File: src/rtl/rhd_pkg.sv
// Shared types and command encoding for the RHD SPI sampler.
package rhd_pkg;

  typedef enum logic [1:0] {
    IDLE  = 2'd0,
    SETUP = 2'd1,
    SHIFT = 2'd2,
    GAP   = 2'd3
  } seq_state_t;

  localparam logic [1:0] OP_CONVERT = 2'b00;

  function automatic logic [15:0] convert_cmd(input logic [5:0] ch);
    return {OP_CONVERT, ch, 8'h00};
  endfunction

endpackage

File: src/rtl/rhd_spi_word.sv
// One 16-bit SPI word: SCLK generation, MSB-first MOSI shift, MISO capture.
module rhd_spi_word #(
  parameter int unsigned SCLK_HALF = 1
) (
  input  logic        sysclk,
  input  logic        rst,
  input  logic        start,
  input  logic [15:0] cmd,
  input  logic        miso,
  output logic        sck,
  output logic        mosi,
  output logic        done,
  output logic [15:0] rx_data
);

  localparam logic [3:0] HALF_LAST = 4'(SCLK_HALF - 1);

  logic        active;
  logic [3:0]  hcnt;
  logic [4:0]  half_idx;
  logic [15:0] tx_sr;
  logic        half_end;

  assign half_end = active && (hcnt == HALF_LAST);
  // The 32nd half-period ends with SCLK returning low; the word is complete.
  assign done     = half_end && (half_idx == 5'd31);

  always_ff @(posedge sysclk) begin
    if (rst) begin
      active   <= 1'b0;
      hcnt     <= '0;
      half_idx <= '0;
      tx_sr    <= '0;
      rx_data  <= '0;
      sck      <= 1'b0;
      mosi     <= 1'b0;
    end else if (start) begin
      active   <= 1'b1;
      hcnt     <= '0;
      half_idx <= '0;
      tx_sr    <= cmd;
      mosi     <= cmd[15];
      sck      <= 1'b0;
    end else if (active) begin
      if (half_end) begin
        hcnt     <= '0;
        half_idx <= half_idx + 5'd1;
        sck      <= ~sck;
        if (!sck) begin
          rx_data <= {rx_data[14:0], miso};
        end else if (done) begin
          active <= 1'b0;
        end else begin
          tx_sr <= {tx_sr[14:0], 1'b0};
          mosi  <= tx_sr[14];
        end
      end else begin
        hcnt <= hcnt + 4'd1;
      end
    end
  end

endmodule

File: src/rtl/rhd_spi_sampler.sv
// RHD acquisition sequencer: issues CONVERT frames and tags returned samples.
module rhd_spi_sampler
  import rhd_pkg::*;
#(
  parameter int unsigned NUM_CH    = 32,
  parameter int unsigned SCLK_HALF = 1,
  parameter int unsigned CS_GAP    = 4
) (
  input  logic        sysclk,
  input  logic        rst,
  input  logic        adc_en,
  input  logic        mode_cont,
  input  logic        rhd_miso,
  output logic        rhd_cs,
  output logic        rhd_sck,
  output logic        rhd_mosi,
  output logic [15:0] rhd_data,
  output logic [4:0]  rhd_ch,
  output logic        rhd_data_en,
  output logic        frame_done,
  output logic        busy
);

  localparam int unsigned      WCW          = $clog2(NUM_CH + 2);
  localparam logic [WCW-1:0]   LAST_WORD    = WCW'(NUM_CH + 1);
  localparam logic [WCW-1:0]   NUM_CH_W     = WCW'(NUM_CH);
  localparam logic [WCW-1:0]   FIRST_TAGGED = WCW'(2);
  localparam logic [5:0]       GAP_LAST     = 6'(CS_GAP - 1);

  seq_state_t     state, state_nxt;
  logic [WCW-1:0] word_cnt;
  logic [5:0]     gap_cnt;
  logic           adc_en_q;
  logic           start_req;
  logic           gap_end;
  logic           frame_end;
  logic           word_done;
  logic [15:0]    cmd;
  logic [15:0]    rx_data;

  assign start_req = adc_en && (mode_cont || !adc_en_q);
  assign gap_end   = (state == GAP) && (gap_cnt == GAP_LAST);
  assign frame_end = gap_end && (word_cnt == LAST_WORD);
  // The two trailing words re-issue CONVERT(0) only to flush the RHD pipeline.
  assign cmd       = (word_cnt < NUM_CH_W) ? convert_cmd(6'(word_cnt)) : convert_cmd(6'd0);
  assign busy      = (state != IDLE);

  rhd_spi_word #(
    .SCLK_HALF(SCLK_HALF)
  ) u_word (
    .sysclk  (sysclk),
    .rst     (rst),
    .start   (state == SETUP),
    .cmd     (cmd),
    .miso    (rhd_miso),
    .sck     (rhd_sck),
    .mosi    (rhd_mosi),
    .done    (word_done),
    .rx_data (rx_data)
  );

  always_ff @(posedge sysclk) begin
    if (rst) state <= IDLE;
    else     state <= state_nxt;
  end

  always_comb begin
    state_nxt = state;
    case (state)
      IDLE:    if (start_req) state_nxt = SETUP;
      SETUP:   state_nxt = SHIFT;
      SHIFT:   if (word_done) state_nxt = GAP;
      GAP:     if (gap_end) state_nxt = (!frame_end || (mode_cont && adc_en)) ? SETUP : IDLE;
      default: state_nxt = IDLE;
    endcase
  end

  always_ff @(posedge sysclk) begin
    if (rst) begin
      word_cnt    <= '0;
      gap_cnt     <= '0;
      adc_en_q    <= 1'b0;
      rhd_cs      <= 1'b1;
      rhd_data    <= '0;
      rhd_ch      <= '0;
      rhd_data_en <= 1'b0;
      frame_done  <= 1'b0;
    end else begin
      adc_en_q    <= adc_en;
      rhd_cs      <= !((state_nxt == SETUP) || (state_nxt == SHIFT));
      rhd_data_en <= 1'b0;
      frame_done  <= 1'b0;
      // Word k carries the result of the CONVERT issued two words earlier.
      if ((state == SHIFT) && word_done && (word_cnt >= FIRST_TAGGED)) begin
        rhd_data    <= rx_data;
        rhd_ch      <= 5'(word_cnt - FIRST_TAGGED);
        rhd_data_en <= 1'b1;
        frame_done  <= (word_cnt == LAST_WORD);
      end
      if (state == GAP) gap_cnt <= gap_end ? '0 : gap_cnt + 6'd1;
      if (gap_end) word_cnt <= frame_end ? '0 : word_cnt + WCW'(1);
    end
  end

endmodule

File: config.mk
export PLATFORM = sky130hd
export DESIGN_NAME = rhd_spi_sampler
export DESIGN_NICKNAME = d
export VERILOG_FILES = /design/src/rtl/rhd_pkg.sv /design/src/rtl/rhd_spi_word.sv /design/src/rtl/rhd_spi_sampler.sv
export SDC_FILE = /design/constraint.sdc
export NUM_CORES = 1
export LEC_CHECK = 0
export CAP_MARGIN = 15
export CORE_MARGIN = 8
export CORE_UTILIZATION = 42
export CTS_CLUSTER_DIAMETER = 120
export CTS_CLUSTER_SIZE = 12
export DETAILED_ROUTE_END_ITERATION = 8
export GPL_TIMING_DRIVEN = 0
export HOLD_SLACK_MARGIN = 0.12
export SETUP_SLACK_MARGIN = 0.2
export SLEW_MARGIN = 20
export SYNTH_ARGS = -nofsm -noshare
export SYNTH_HDL_FRONTEND = slang
export SYNTH_SLANG_ARGS = --single-unit
export TNS_END_PERCENT = 100
File: constraint.sdc
create_clock -name sysclk -period 6.2 [get_ports sysclk]
set_clock_uncertainty 0.2 [all_clocks]
set_input_delay 1.24 -clock sysclk [delete_from_list [all_inputs] [get_ports sysclk]]
set_output_delay 1.24 -clock sysclk [all_outputs]
set_load 0.02 [all_outputs]
# Word-level counts from Yosys, hierarchy flattened

Index checks and enable logic that the tools add are counted.

Add/subtract/negate cells: 5
Multiply operators: 0
Div/mod/pow operators: 0
Magnitude comparators: 2
Equal/unequal tests: 9
Shift-type cells: 0
Mux-type cells: 25
Bitwise gates (word level): 3
Reductions and logical operators: 25

Operator list:

| operator                                            | count |
|---|---|
| 2-to-1 mux 15 bit                                   | 5 |
| 2-to-1 mux 14 bit                                   | 1 |
| adder 6 x 1 -> 6 bit, second input constant         | 2 |
| 2-to-1 mux 1 bit                                    | 12 |
| 2-to-1 mux 6 bit                                    | 2 |
| logical AND 1 bit                                   | 8 |
| case mux 2 bit (4 select lines)                     | 1 |
| AND reduction 4 bit                                 | 2 |
| nonzero test 2 bit                                  | 4 |
| == test 2 bit, second input constant                | 3 |
| == test 6 x 2 -> 1 bit, second input constant       | 1 |
| == test 6 bit, second input constant                | 1 |
| >= comparator 6 x 2 -> 1 bit, second input constant | 1 |
| less-than comparator 6 bit, second input constant   | 1 |
| 2-to-1 mux 2 bit                                    | 3 |
| adder 5 x 1 -> 5 bit, second input constant         | 1 |
| == test 5 bit, second input constant                | 1 |
| subtractor 5 x 2 -> 5 bit, second input constant    | 1 |
| adder 4 x 1 -> 4 bit, second input constant         | 1 |
| == test 2 x 1 -> 1 bit, second input constant       | 2 |
| zero test 4 bit                                     | 1 |
| 2-to-1 mux 4 bit                                    | 1 |
| OR reduction 2 bit                                  | 2 |
| zero test 1 bit                                     | 3 |
| 5 further kinds                                     | 9 |

Register bits: 82
Bits in latches: 0
Memory bits (writable): 0
Bits in read-only memories: 0
Input port bits: 5
Output and inout bits: 27
Word-level logic and storage cells: 85
Memories kept: 0

# Logic depth before layout (Yosys ltp)

Gate-level depths: netlist of the first run.

Depth after elaboration: 11
Mapped depth: 9
Gate-level depth less buffers: 7

# Cells and area by module

From an unflattened synthesis of the first run, not the netlist that was laid out.

Cell total of the unflattened synthesis: 402
Area, all modules: 3644.7 um^2

Modules (own cells, without submodules):

| module          | times used | cells an instance | area each (um^2) | sequential area each (um^2) |
|---|---|---|---|---|
| rhd_spi_word    | 1          | 224               | 1943.1           | 860.8 |
| rhd_spi_sampler | 1          | 178               | 1701.6           | 780.7 |

# Least setup slack after synthesis of the first run

No wires, ideal clock.

Path type: input-to-reg
Start: input rst
End: register state[0]
Setup time: 114 ps
Data arrival time: 2043 ps
Required time: 5886 ps
Setup slack: 3843 ps
Cell stages on the path: 4
Buffers on the path: 2
Path through: clkbuf_1 > buf_1 > nor2_1 > a21o_1

RTL lines:

| element              | RTL line              | RTL |
|---|---|---|
| from (decl)          | rhd_spi_sampler.sv:10 | `input logic rst,` |
| to (signal assigned) | rhd_spi_sampler.sv:64 | `else state <= state_nxt;` |
| to (decl)            | rhd_spi_sampler.sv:30 | `seq_state_t state, state_nxt;` |

# Worst setup path in the final report of the first run

Start: register state[1]
End: output busy

Cells in the longest elaborated chain, start to end: 1

RTL lines:

| element            | RTL line              | RTL |
|---|---|---|
| nonzero test 2 bit | rhd_spi_sampler.sv:46 | `assign busy = (state != IDLE);` |
| to (decl)          | rhd_spi_sampler.sv:21 | `output logic busy` |

No other way between the ends.

==> run_summary.xml, run 1 <==
<?xml version="1.0" encoding="UTF-8"?>
<metrics>
  <group name="run_status">
    <metric name="outcome" unit="">complete, no violations</metric>
  </group>
  <group name="yosys">
    <metric name="muxShareOfSynthArea" unit="%">3.533</metric>
    <metric name="ys_seq_area_share" unit="%">47.00</metric>
    <metric name="yosysTopAreaCell" unit="">dfxtp_1</metric>
    <metric name="synth-compound-area-share" unit="%">16.51</metric>
    <metric name="synthesis.nets" unit="">377</metric>
    <metric name="ys.flop_type" unit="">dfxtp_1</metric>
    <metric name="netlist_instances" unit="">362</metric>
    <metric name="synthAdderAreaFrac" unit="%">3.970</metric>
    <metric name="synth_area_leaders" unit="">dfxtp_1 47%, a21oi_1 8.3%, nand2_1 5.5%</metric>
    <metric name="post_synth_and_or_nand_nor_area_fraction" unit="%">20.44</metric>
    <metric name="synth_area" unit="µm²">3152</metric>
    <metric name="yosysWarningCount" unit="">0</metric>
    <metric name="synth_cell_types" unit="">45</metric>
    <metric name="share_of_yosys_cell_area_claimed_by_the_top_area_cell_type" unit="%">47.00</metric>
    <metric name="number_of_synthesized_flops_with_an_enable_pin" unit="">0</metric>
    <metric name="async_reset_ff_share" unit="%">0</metric>
    <metric name="synth_xor_area_share" unit="%">3.057</metric>
    <metric name="synth_top_family_by_area" unit="">simple AND/OR/NAND/NOR gates</metric>
    <metric name="postSynthAreaPerCell" unit="µm²">8.707</metric>
    <metric name="ys_ff_latch" unit="">74</metric>
  </group>
  <group name="floorplan">
    <metric name="ioPinCount" unit="">32</metric>
    <metric name="core_region_area" unit="µm²">7253</metric>
    <metric name="start_util" unit="%">43.45</metric>
    <metric name="chipHeight" unit="µm">102.6</metric>
    <metric name="fp.dieArea" unit="µm²">10530</metric>
    <metric name="placement_rows" unit="">31</metric>
    <metric name="floorplan.die.width" unit="µm">102.6</metric>
  </group>
  <group name="clock_tree">
    <metric name="clk_pin_slew" unit="ps">70</metric>
    <metric name="cts_hold_buffers" unit="">0</metric>
    <metric name="postCtsSetupBuffers" unit="">0</metric>
    <metric name="clock-root-buffer" unit="">clkbuf_8</metric>
    <metric name="tritoncts.num_buffers" unit="">9</metric>
    <metric name="number_of_h_tree_branching_levels" unit="">3</metric>
    <metric name="cts-root-to-sink-buffers" unit="">2</metric>
    <metric name="worstSkewPairLatency" unit="ps">340</metric>
    <metric name="cts_sinks" unit="">74</metric>
    <metric name="post_cts_resized" unit="">0</metric>
    <metric name="cts_tree" unit="">yes</metric>
  </group>
  <group name="power_and_ir_drop">
    <metric name="worst_ir_drop_vdd" unit="V">0.0001738</metric>
    <metric name="p_leak" unit="nW">1.407</metric>
    <metric name="design_power_total" unit="W">0.0009967</metric>
    <metric name="power.density" unit="nW/µm²">260.9</metric>
  </group>
  <group name="global_route">
    <metric name="initial_antenna_violation_count" unit="">0</metric>
    <metric name="first_pass_grt_wire_length" unit="mm">11.50</metric>
    <metric name="first_global_vias" unit="">2457</metric>
    <metric name="grtUsageTotal" unit="%">13.78</metric>
    <metric name="grt_start_max_net_pins" unit="">13</metric>
    <metric name="grt_overflow" unit="">0</metric>
  </group>
  <group name="place">
    <metric name="dpl-instance-area" unit="µm²">3576</metric>
    <metric name="detailedPlacementHpwl" unit="mm">4.776</metric>
    <metric name="routabilityCongestion" unit="">0.7861</metric>
    <metric name="port_buffers" unit="">30</metric>
  </group>
  <group name="timing">
    <metric name="final-hold-violation-count" unit="">0</metric>
    <metric name="slew_headroom" unit="%">51.62</metric>
    <metric name="layout_min_cycle_time" unit="ps">3126</metric>
    <metric name="setup_total_negative_slack" unit="ps">0</metric>
    <metric name="rsz0062_at_grt" unit="">false</metric>
    <metric name="final_slew_viol_count" unit="">0</metric>
    <metric name="setup_viol_count_final" unit="">0</metric>
    <metric name="transition_time_at_the_pin_with_the_least_slew_margin" unit="ps">719.7</metric>
    <metric name="finalHoldWorstSlack" unit="ps">260.8</metric>
    <metric name="fmaxAchievable" unit="MHz">319.9</metric>
    <metric name="fin_crit_sh" unit="%">50.42</metric>
  </group>
  <group name="critical_path">
    <metric name="critical_path.max_stage_delay" unit="ps">590</metric>
    <metric name="capturing_element_type_of_the_critical_path" unit="">output pin</metric>
    <metric name="timing.rr.start" unit="">u_word.hcnt[0]$_SDFFE_PP0P_</metric>
    <metric name="timing.critical_path.cells" unit="">clkbuf_1, nor2_1, inv_1, clkdlybuf4s50_1</metric>
    <metric name="worstPathRequired" unit="ps">4760</metric>
    <metric name="worstPathBufferInverterCount" unit="">3</metric>
    <metric name="crit_path_max_fanout" unit="">10</metric>
    <metric name="crit-reg2reg-capture" unit="">rhd_data[2]$_SDFFE_PP0N_</metric>
    <metric name="critPathSlowestCell" unit="">clkdlybuf4s50_1</metric>
    <metric name="setup.reg_to_reg.worst_slack" unit="ps">3880</metric>
    <metric name="critPathKind" unit="">register to output pin</metric>
    <metric name="critPathLaunchType" unit="">register</metric>
    <metric name="r2r_cells" unit="">8</metric>
    <metric name="worstPathArrival" unit="ps">1690</metric>
    <metric name="worst_path_dominant_cell_family" unit="">buffers and inverters</metric>
  </group>
  <group name="drt">
    <metric name="total_via_count_after_detailed_routing" unit="">2657</metric>
    <metric name="routed_wl" unit="mm">6.755</metric>
    <metric name="antenna_violation_net_count_after_detailed_routing" unit="">0</metric>
    <metric name="detailed_route_iter0_violations" unit="">141</metric>
    <metric name="route.detailed.drc" unit="">0</metric>
    <metric name="wl_per_cell" unit="µm">13.32</metric>
    <metric name="viasPerCell" unit="">5.241</metric>
    <metric name="drt_first_pass_iters" unit="">4</metric>
  </group>
  <group name="layout">
    <metric name="util_after_layout" unit="%">52.67</metric>
    <metric name="antenna-diode-count" unit="">0</metric>
    <metric name="final_cell_area" unit="µm²">3820</metric>
    <metric name="syn_to_final_growth" unit="%">21.20</metric>
    <metric name="commonest_non_fill_non_tap_cell_in_the_layout" unit="">dfxtp_1</metric>
    <metric name="total_number_of_nets_in_the_final_design" unit="">418</metric>
    <metric name="drive_gt1_share" unit="%">8.333</metric>
    <metric name="layout_common_cells" unit="">74 x dfxtp_1, 52 x a21oi_1, 46 x nand2_1, 30 x clkdlybuf4s50_1, 21 x nand3_1</metric>
  </group>
  <group name="flow_run">
    <metric name="drv.max_cap_violation_count" unit="">0</metric>
  </group>
  <group name="hold_path">
    <metric name="timing.hold.worst.class" unit="">register to register</metric>
    <metric name="min_from" unit="">u_word.rx_data[15]$_SDFFE_PP0P_</metric>
    <metric name="hold-path-cell-count" unit="">2</metric>
    <metric name="min_delay_worst_endpoint" unit="">u_word.rx_data[15]$_SDFFE_PP0P_</metric>
  </group>
</metrics>
-- power by group --
part	internal, W	total [W]	switching [W]
Clock	0.000259	0.000436	0.000177
Sequential	0.000483	0.000490	0.00000669
Combinational	0.0000255	0.0000709	0.0000454
Total	0.000767	0.000997	0.000229
-- cells in the mapped netlist, types with 5 or more instances --
master and count:
mux2i_1 10, nand4_1 6, inv_1 10, dfxtp_1 74, nor3_1 8, nand2_1 46, clkbuf_1 16, a211oi_1 5
nor2_1 18, xor2_1 8, nand3_1 21, buf_2 9, o21ai_0 20, ha_1 10, a21oi_1 52
-- logic make-up (layout without fill, tap and decap cells) --
logic type / Yosys count / in the layout
mux: 11 / 11
buf+inv: 39 / 85
fa+ha+maj: 10 / 10
compound gates: 90 / 90
simple gates: 127 / 127
flops: 74 / 74
xor+xnor: 11 / 11
-- layout make-up --
class	count	area, µm²
clock buffer	12	165.2
buffer	29	135.1
timing repair buffer	30	300.3
fill	693	3433
sequential	74	1481
inverter	10	37.54
tap	99	123.9
clock inverter	4	72.57
multi-input combinational	249	1504
-- worst max path at each step --
stage / to / cells past startpoint / from / slack [ps]
6_report: busy / 4 / state[1]$_SDFF_PP0_ / 3070
5_1_grt: busy / 4 / state[1]$_SDFF_PP0_ / 2950
4_1_cts: busy / 4 / state[1]$_SDFF_PP0_ / 3060
3_5_place_dp: busy / 4 / state[1]$_SDFF_PP0_ / 3450
3_3_place_gp: busy / 4 / state[1]$_SDFF_PP0_ / 3440
2_1_floorplan: state[0]$_SDFF_PP0_ / 4 / rst / 3840
-- layer usage --
layer / wire length (µm) / vias up / GRT usage, %
li1: - / 1350 / -
met1: 3358 / 1257 / 17.92
met2: 2973 / 40 / 20.93
met3: 328 / 10 / 4.456
met4: 95 / 0 / 4.628
met5: 0 / - / 0
-- worst register-to-register path, delay by kind of cell, from the launching register on --
family | cells | cell delay (ps)
AND/OR/NAND/NOR | 2 | 620
buffers and inverters | 3 | 620
adder cells (fa/ha/maj) | 1 | 130
AO/OA/AOI/OAI | 2 | 290
flip-flops | 1 | 350
-- registers in the layout, summed over array words and instances (netlist names) --
register / count
rhd_data_en: 1
u_word.sck: 1
state: 2
u_word.half_idx: 5
rhd_ch: 5
frame_done: 1
rhd_cs: 1
rhd_data: 16
gap_cnt: 6
u_word.tx_sr: 7
word_cnt: 6
u_word.active: 1
adc_en_q: 1
u_word.mosi: 1
u_word.hcnt: 4
u_word.rx_data: 16
-- stage by stage --
stage	setup slack, ps	cells
after detailed placement	3446	491
final	3074	507
after global routing	2949	507
after floorplan	3843	362
after global placement	3440	491
after CTS	3060	507
(Power assumes the default switching activity.)
==> inputs of run 2 (changes only) <==
clock period = 2.75 ns   (was 6.2 ns; I/O delays follow)
==> run 2 against run 1 <==
Combinational power grew 130%. Count of clock-buffer cells in the layout is the same. Final cell count is the same. Clock power grew 130%. Critical path depth is the same. Design area is essentially flat. Non-clock buffer count is the same. Setup slack lost 2700 ps. Global-route usage is the same. Critical path type unchanged. Largest power group unchanged. Highest routed layer unchanged.
==> run_summary.xml, run 2 (synthesis gave the netlist of run 1 again) <==
<?xml version="1.0" encoding="UTF-8"?>
<metrics>
  <group name="run_status">
    <metric name="outcome" unit="">complete, no violations</metric>
  </group>
  <group name="floorplan">
    <metric name="ioPinCount" unit="">32</metric>
    <metric name="core_region_area" unit="µm²">7253</metric>
    <metric name="placement_rows" unit="">31</metric>
    <metric name="fp.dieArea" unit="µm²">10530</metric>
    <metric name="chipHeight" unit="µm">102.6</metric>
    <metric name="start_util" unit="%">43.45</metric>
    <metric name="floorplan.die.width" unit="µm">102.6</metric>
  </group>
  <group name="drt">
    <metric name="antenna_violation_net_count_after_detailed_routing" unit="">0</metric>
    <metric name="drt_first_pass_iters" unit="">4</metric>
    <metric name="route.detailed.drc" unit="">0</metric>
    <metric name="total_via_count_after_detailed_routing" unit="">2657</metric>
    <metric name="detailed_route_iter0_violations" unit="">141</metric>
    <metric name="routed_wl" unit="mm">6.756</metric>
    <metric name="wl_per_cell" unit="µm">13.33</metric>
    <metric name="viasPerCell" unit="">5.241</metric>
  </group>
  <group name="clock_tree">
    <metric name="postCtsSetupBuffers" unit="">0</metric>
    <metric name="cts_tree" unit="">yes</metric>
    <metric name="clock-root-buffer" unit="">clkbuf_8</metric>
    <metric name="cts_sinks" unit="">74</metric>
    <metric name="tritoncts.num_buffers" unit="">9</metric>
    <metric name="cts-root-to-sink-buffers" unit="">2</metric>
    <metric name="clk_pin_slew" unit="ps">70</metric>
    <metric name="worstSkewPairLatency" unit="ps">340</metric>
    <metric name="number_of_h_tree_branching_levels" unit="">3</metric>
  </group>
  <group name="timing">
    <metric name="transition_time_at_the_pin_with_the_least_slew_margin" unit="ps">719.3</metric>
    <metric name="setup_viol_count_final" unit="">0</metric>
    <metric name="final_slew_viol_count" unit="">0</metric>
    <metric name="final-hold-violation-count" unit="">0</metric>
    <metric name="layout_min_cycle_time" unit="ps">2332</metric>
    <metric name="fmaxAchievable" unit="MHz">428.8</metric>
    <metric name="setup_total_negative_slack" unit="ps">0</metric>
    <metric name="rsz0062_at_grt" unit="">false</metric>
    <metric name="fin_crit_sh" unit="%">84.80</metric>
    <metric name="slew_headroom" unit="%">51.65</metric>
    <metric name="layout_setup_ws" unit="ps">418.1</metric>
  </group>
  <group name="critical_path">
    <metric name="critPathSlowestCell" unit="">clkdlybuf4s50_1</metric>
    <metric name="critPathKind" unit="">register to output pin</metric>
    <metric name="r2r_cells" unit="">8</metric>
    <metric name="critical_path.max_stage_delay" unit="ps">590</metric>
    <metric name="critPathLaunchType" unit="">register</metric>
    <metric name="capturing_element_type_of_the_critical_path" unit="">output pin</metric>
    <metric name="timing.critical_path.cells" unit="">buf_2, nor2_1, inv_1, clkdlybuf4s50_1</metric>
    <metric name="crit_path_max_fanout" unit="">10</metric>
    <metric name="worst_path_dominant_cell_family" unit="">buffers and inverters</metric>
    <metric name="setup.reg_to_reg.worst_slack" unit="ps">430</metric>
    <metric name="cp_num_cells" unit="">4</metric>
    <metric name="worstPathArrival" unit="ps">1580</metric>
    <metric name="worstPathRequired" unit="ps">2000</metric>
    <metric name="worstPathBufferInverterCount" unit="">3</metric>
  </group>
  <group name="place">
    <metric name="port_buffers" unit="">30</metric>
    <metric name="dpl-instance-area" unit="µm²">3576</metric>
    <metric name="detailedPlacementHpwl" unit="mm">4.776</metric>
    <metric name="placement.setup.worst_slack" unit="ps">380.5</metric>
    <metric name="routabilityCongestion" unit="">0.7861</metric>
  </group>
  <group name="layout">
    <metric name="syn_to_final_growth" unit="%">21.28</metric>
    <metric name="antenna-diode-count" unit="">0</metric>
    <metric name="final_cell_area" unit="µm²">3822</metric>
    <metric name="drive_gt1_share" unit="%">8.824</metric>
    <metric name="total_number_of_nets_in_the_final_design" unit="">418</metric>
    <metric name="layout_common_cells" unit="">74 x dfxtp_1, 52 x a21oi_1, 46 x nand2_1, 30 x clkdlybuf4s50_1, 21 x nand3_1</metric>
    <metric name="commonest_non_fill_non_tap_cell_in_the_layout" unit="">dfxtp_1</metric>
    <metric name="layout_top_registers" unit="">rhd_data x16, u_word.rx_data x16, u_word.tx_sr x7</metric>
  </group>
  <group name="power_and_ir_drop">
    <metric name="p_leak" unit="nW">1.413</metric>
    <metric name="power.density" unit="nW/µm²">588.0</metric>
    <metric name="worst_ir_drop_vdd" unit="V">0.0003919</metric>
  </group>
  <group name="global_route">
    <metric name="grt_start_max_net_pins" unit="">13</metric>
    <metric name="initial_antenna_violation_count" unit="">0</metric>
    <metric name="grtUsageTotal" unit="%">13.78</metric>
    <metric name="first_pass_grt_wire_length" unit="mm">11.50</metric>
    <metric name="first_global_vias" unit="">2457</metric>
    <metric name="grt_overflow" unit="">0</metric>
  </group>
  <group name="hold_path">
    <metric name="timing.hold.worst.class" unit="">register to register</metric>
    <metric name="hold-path-cell-count" unit="">2</metric>
  </group>
  <group name="flow_run">
    <metric name="drv.max_cap_violation_count" unit="">0</metric>
  </group>
</metrics>
## run 2: repair_timing
action	CTS	global route
gates resized for setup	0	4
setup endpoints to repair	0	2
endpoints found under the hold margin	0	0
hold buffers	0	0
## run 2: routing by layer
layer  vias up  share of wire, %  track usage (%)
met5         -                 0                0
met4         0               1.4            4.628
met3        10               5.0            4.456
met2        42                44            20.93
met1      1255                50            17.92
li1       1350                 -                -
## run 2: worst register-to-register path: stages, from the launching register on
cell	delay, ps
dfxtp_1	350
inv_1	70
ha_1	130
nor4bb_1	240
buf_2	220
nand4b_1	380
clkbuf_1	320
o21ai_0	210
a21oi_1	80
## run 2: final timing paths
path	start	to
worst min register to register	u_word.rx_data[15]$_SDFFE_PP0P_	u_word.rx_data[15]$_SDFFE_PP0P_
worst max register to register	u_word.hcnt[0]$_SDFFE_PP0P_	rhd_data[2]$_SDFFE_PP0N_
worst max-delay path	state[0]$_SDFF_PP0_	busy
worst min-delay path	u_word.rx_data[15]$_SDFFE_PP0P_	u_word.rx_data[15]$_SDFFE_PP0P_
## run 2: stage by stage
stage	total power, W	utilization [%]	instances	hold WS, ps
2_1_floorplan	0.001239	-	362	236.6
3_5_place_dp	0.001290	49.30	491	254.1
5_1_grt	0.002344	52.70	507	284.3
3_3_place_gp	0.001288	49.30	491	246.0
6_report	0.002247	52.70	507	260.8
4_1_cts	0.002275	52.58	507	264.8
## run 2: final cells by class
type | count | area, µm²
buffer | 29 | 137.6
multi-input combinational | 249 | 1504
clock buffer | 12 | 165.2
sequential | 74 | 1481
inverter | 10 | 37.54
timing repair buffer | 30 | 300.3
clock inverter | 4 | 72.57
fill | 695 | 3431
tap | 99 | 123.9
## run 2: where the power goes
part	switching (W)	internal, W	leakage [nW]
combinational	0.000102	0.0000578	0.697
clock	0.000399	0.000584	0.119
sequential	0.0000151	0.00109	0.598
==> inputs of run 3 (changes only) <==
clock period = 1.85 ns   (was 2.75 ns; I/O delays follow)
==> run 3 against run 2 <==
The run now ends with setup timing left. Clock power rose by 23%. Worst hold slack improved by 7.5 ps. Global-route usage rose by 2.0 points. Sequential cell count did not move. First-iteration DRC count rose by 3.5%. Utilization rose by 13 points. Non-clock buffer count rose by 41. Sequential share of layout area fell by 6.8 points. Register-to-register slack got worse by 600 ps. Critical path type is now register to register.
==> run_summary.xml, run 3 (synthesis gave the netlist of run 1 again) <==
<?xml version="1.0" encoding="UTF-8"?>
<metrics>
  <group name="timing">
    <metric name="setup_total_negative_slack" unit="ps">-3463</metric>
    <metric name="layout_setup_ws" unit="ps">-168.5</metric>
    <metric name="layout_min_cycle_time" unit="ps">2019</metric>
    <metric name="setup_viol_count_final" unit="">38</metric>
    <metric name="transition_time_at_the_pin_with_the_least_slew_margin" unit="ps">748.7</metric>
    <metric name="finalHoldWorstSlack" unit="ps">268.3</metric>
    <metric name="slew_headroom" unit="%">50.09</metric>
    <metric name="final-hold-violation-count" unit="">0</metric>
    <metric name="final_slew_viol_count" unit="">0</metric>
    <metric name="fin_crit_sh" unit="%">109.1</metric>
    <metric name="rsz0062_at_grt" unit="">true</metric>
    <metric name="fmaxAchievable" unit="MHz">495.4</metric>
  </group>
  <group name="place">
    <metric name="placedCellCount" unit="">491</metric>
    <metric name="port_buffers" unit="">30</metric>
    <metric name="routabilityCongestion" unit="">0.7949</metric>
    <metric name="detailedPlacementHpwl" unit="mm">5.003</metric>
  </group>
  <group name="critical_path">
    <metric name="worstPathRequired" unit="ps">1860</metric>
    <metric name="worst_path_dominant_cell_family" unit="">simple AND/OR/NAND/NOR gates</metric>
    <metric name="critPathSlowestCell" unit="">or4_4</metric>
    <metric name="critPathKind" unit="">register to register</metric>
    <metric name="critical_path.max_stage_delay" unit="ps">430</metric>
    <metric name="critPathLaunchType" unit="">register</metric>
    <metric name="worst_path_most_repeated_cell" unit="">buf_6</metric>
    <metric name="timing.critical_path.cells" unit="">buf_6, or3_4, or4_4, buf_6, buf_8, nand3_1, a21oi_1</metric>
    <metric name="crit_path_max_fanout" unit="">10</metric>
    <metric name="worstPathArrival" unit="ps">2030</metric>
    <metric name="worstPathBufferInverterCount" unit="">3</metric>
    <metric name="capturing_element_type_of_the_critical_path" unit="">register</metric>
  </group>
  <group name="clock_tree">
    <metric name="clk_pin_slew" unit="ps">80</metric>
    <metric name="tritoncts.num_buffers" unit="">9</metric>
    <metric name="number_of_h_tree_branching_levels" unit="">3</metric>
    <metric name="cts_tree" unit="">yes</metric>
    <metric name="cts_sinks" unit="">74</metric>
    <metric name="clock-root-buffer" unit="">clkbuf_8</metric>
    <metric name="worstSkewPairLatency" unit="ps">350</metric>
    <metric name="cts-root-to-sink-buffers" unit="">2</metric>
    <metric name="cts_hold_buffers" unit="">0</metric>
  </group>
  <group name="drt">
    <metric name="viasPerCell" unit="">5.174</metric>
    <metric name="total_via_count_after_detailed_routing" unit="">2830</metric>
    <metric name="antenna_violation_net_count_after_detailed_routing" unit="">0</metric>
    <metric name="wl_per_cell" unit="µm">15.00</metric>
    <metric name="drt_first_pass_iters" unit="">4</metric>
    <metric name="routed_wl" unit="mm">8.204</metric>
    <metric name="route.detailed.drc" unit="">0</metric>
    <metric name="detailed_route_iter0_violations" unit="">146</metric>
  </group>
  <group name="hold_path">
    <metric name="timing.hold.worst.class" unit="">register to register</metric>
  </group>
  <group name="layout">
    <metric name="drive_gt1_share" unit="%">40.85</metric>
    <metric name="syn_to_final_growth" unit="%">50.18</metric>
    <metric name="final_cell_count_no_fill" unit="">547</metric>
    <metric name="layout_top_registers" unit="">rhd_data x16, u_word.rx_data x16, u_word.tx_sr x7</metric>
    <metric name="total_number_of_nets_in_the_final_design" unit="">459</metric>
    <metric name="util_after_layout" unit="%">65.26</metric>
    <metric name="antenna-diode-count" unit="">0</metric>
    <metric name="commonest_non_fill_non_tap_cell_in_the_layout" unit="">dfxtp_1</metric>
    <metric name="layout_common_cells" unit="">58 x dfxtp_1, 27 x buf_4, 27 x a21oi_1, 25 x a21oi_2, 25 x nand2_1</metric>
  </group>
  <group name="floorplan">
    <metric name="core_region_area" unit="µm²">7253</metric>
    <metric name="fp.dieArea" unit="µm²">10530</metric>
    <metric name="ioPinCount" unit="">32</metric>
    <metric name="placement_rows" unit="">31</metric>
    <metric name="chipHeight" unit="µm">102.6</metric>
    <metric name="start_util" unit="%">43.45</metric>
    <metric name="floorplan.die.width" unit="µm">102.6</metric>
  </group>
  <group name="run_status">
    <metric name="outcome" unit="">finished, violations left</metric>
    <metric name="failed_checks" unit="">setup timing</metric>
  </group>
  <group name="flow_run">
    <metric name="drv.max_cap_violation_count" unit="">0</metric>
  </group>
  <group name="power_and_ir_drop">
    <metric name="worst_ir_drop_vdd" unit="V">0.0004223</metric>
    <metric name="p_leak" unit="nW">1.949</metric>
    <metric name="design_power_total" unit="W">0.003289</metric>
    <metric name="power.density" unit="nW/µm²">694.8</metric>
  </group>
  <group name="global_route">
    <metric name="grtUsageTotal" unit="%">15.81</metric>
    <metric name="grt_overflow" unit="">0</metric>
    <metric name="initial_antenna_violation_count" unit="">0</metric>
    <metric name="first_global_vias" unit="">2698</metric>
    <metric name="grt_start_max_net_pins" unit="">13</metric>
    <metric name="first_pass_grt_wire_length" unit="mm">13.10</metric>
  </group>
</metrics>
run 3: cell count changes in the layout (fill, tap and decap cells not counted), sizes merged:
cell and change:
clkdlybuf4s15 +3, clkinvlp -1, dlygate4sd2 +23, bufinv -1
clkdlybuf4s50 -27, clkinv +4, clkbuf -6, buf +45
run 3: report_power, final:
part           internal, W  switching, W
Clock             0.000608      0.000600
Combinational     0.000218      0.000222
Sequential         0.00161     0.0000262
Total              0.00244      0.000849
run 3: tightest hold or removal path: stages (launching register included):
cell and delay (ps):
dfxtp_1 330, nand2_2 60, a21oi_2 40
run 3: per-layer routing:
metal	track usage [%]	share of wire (%)
met3	4.254	5.5
met2	23.48	45
met1	21.12	48
met5	0	0
met4	6.321	1.4
run 3: per-stage QoR:
stage / setup WS, ps / cell area (µm²)
floorplan: -103.2 / 3281
global placement: -480.5 / 3705
detailed placement: -526.9 / 3705
CTS: -155.2 / 4312
global route: -214.2 / 4733
finish: -168.5 / 4733
run 3: cell type report:
type	instances	area, µm²
fillers	609	2520
inverters	10	40.04
well taps	99	123.9
repair buffers	71	684.4
clock buffers	9	123.9
multi-input cells	249	1916
clock inverters	6	58.81
plain buffers	29	272.8
flip-flops and latches	74	1514
run 3: repair_timing:
action                                  4_1_cts  5_1_grt
pin swaps                                    22       36
gates resized for setup                     103       85
setup buffers                                24       15
hold endpoints to repair                      0        0
endpoints found under the setup margin       92       69
cloned                                        2        0
run 3: worst paths after layout:
path | endpoint | depth (start not counted) | slack, ps | from
setup / recovery | rhd_data[13]$_SDFFE_PP0N_ | 7 | -170 | word_cnt[3]$_SDFFE_PP0N_
hold reg to reg | u_word.rx_data[9]$_SDFFE_PP0P_ | 2 | 270 | u_word.rx_data[8]$_SDFFE_PP0P_
setup reg to reg | rhd_data[13]$_SDFFE_PP0N_ | 7 | -170 | word_cnt[3]$_SDFFE_PP0N_
hold / removal | u_word.rx_data[9]$_SDFFE_PP0P_ | 2 | 270 | u_word.rx_data[8]$_SDFFE_PP0P_
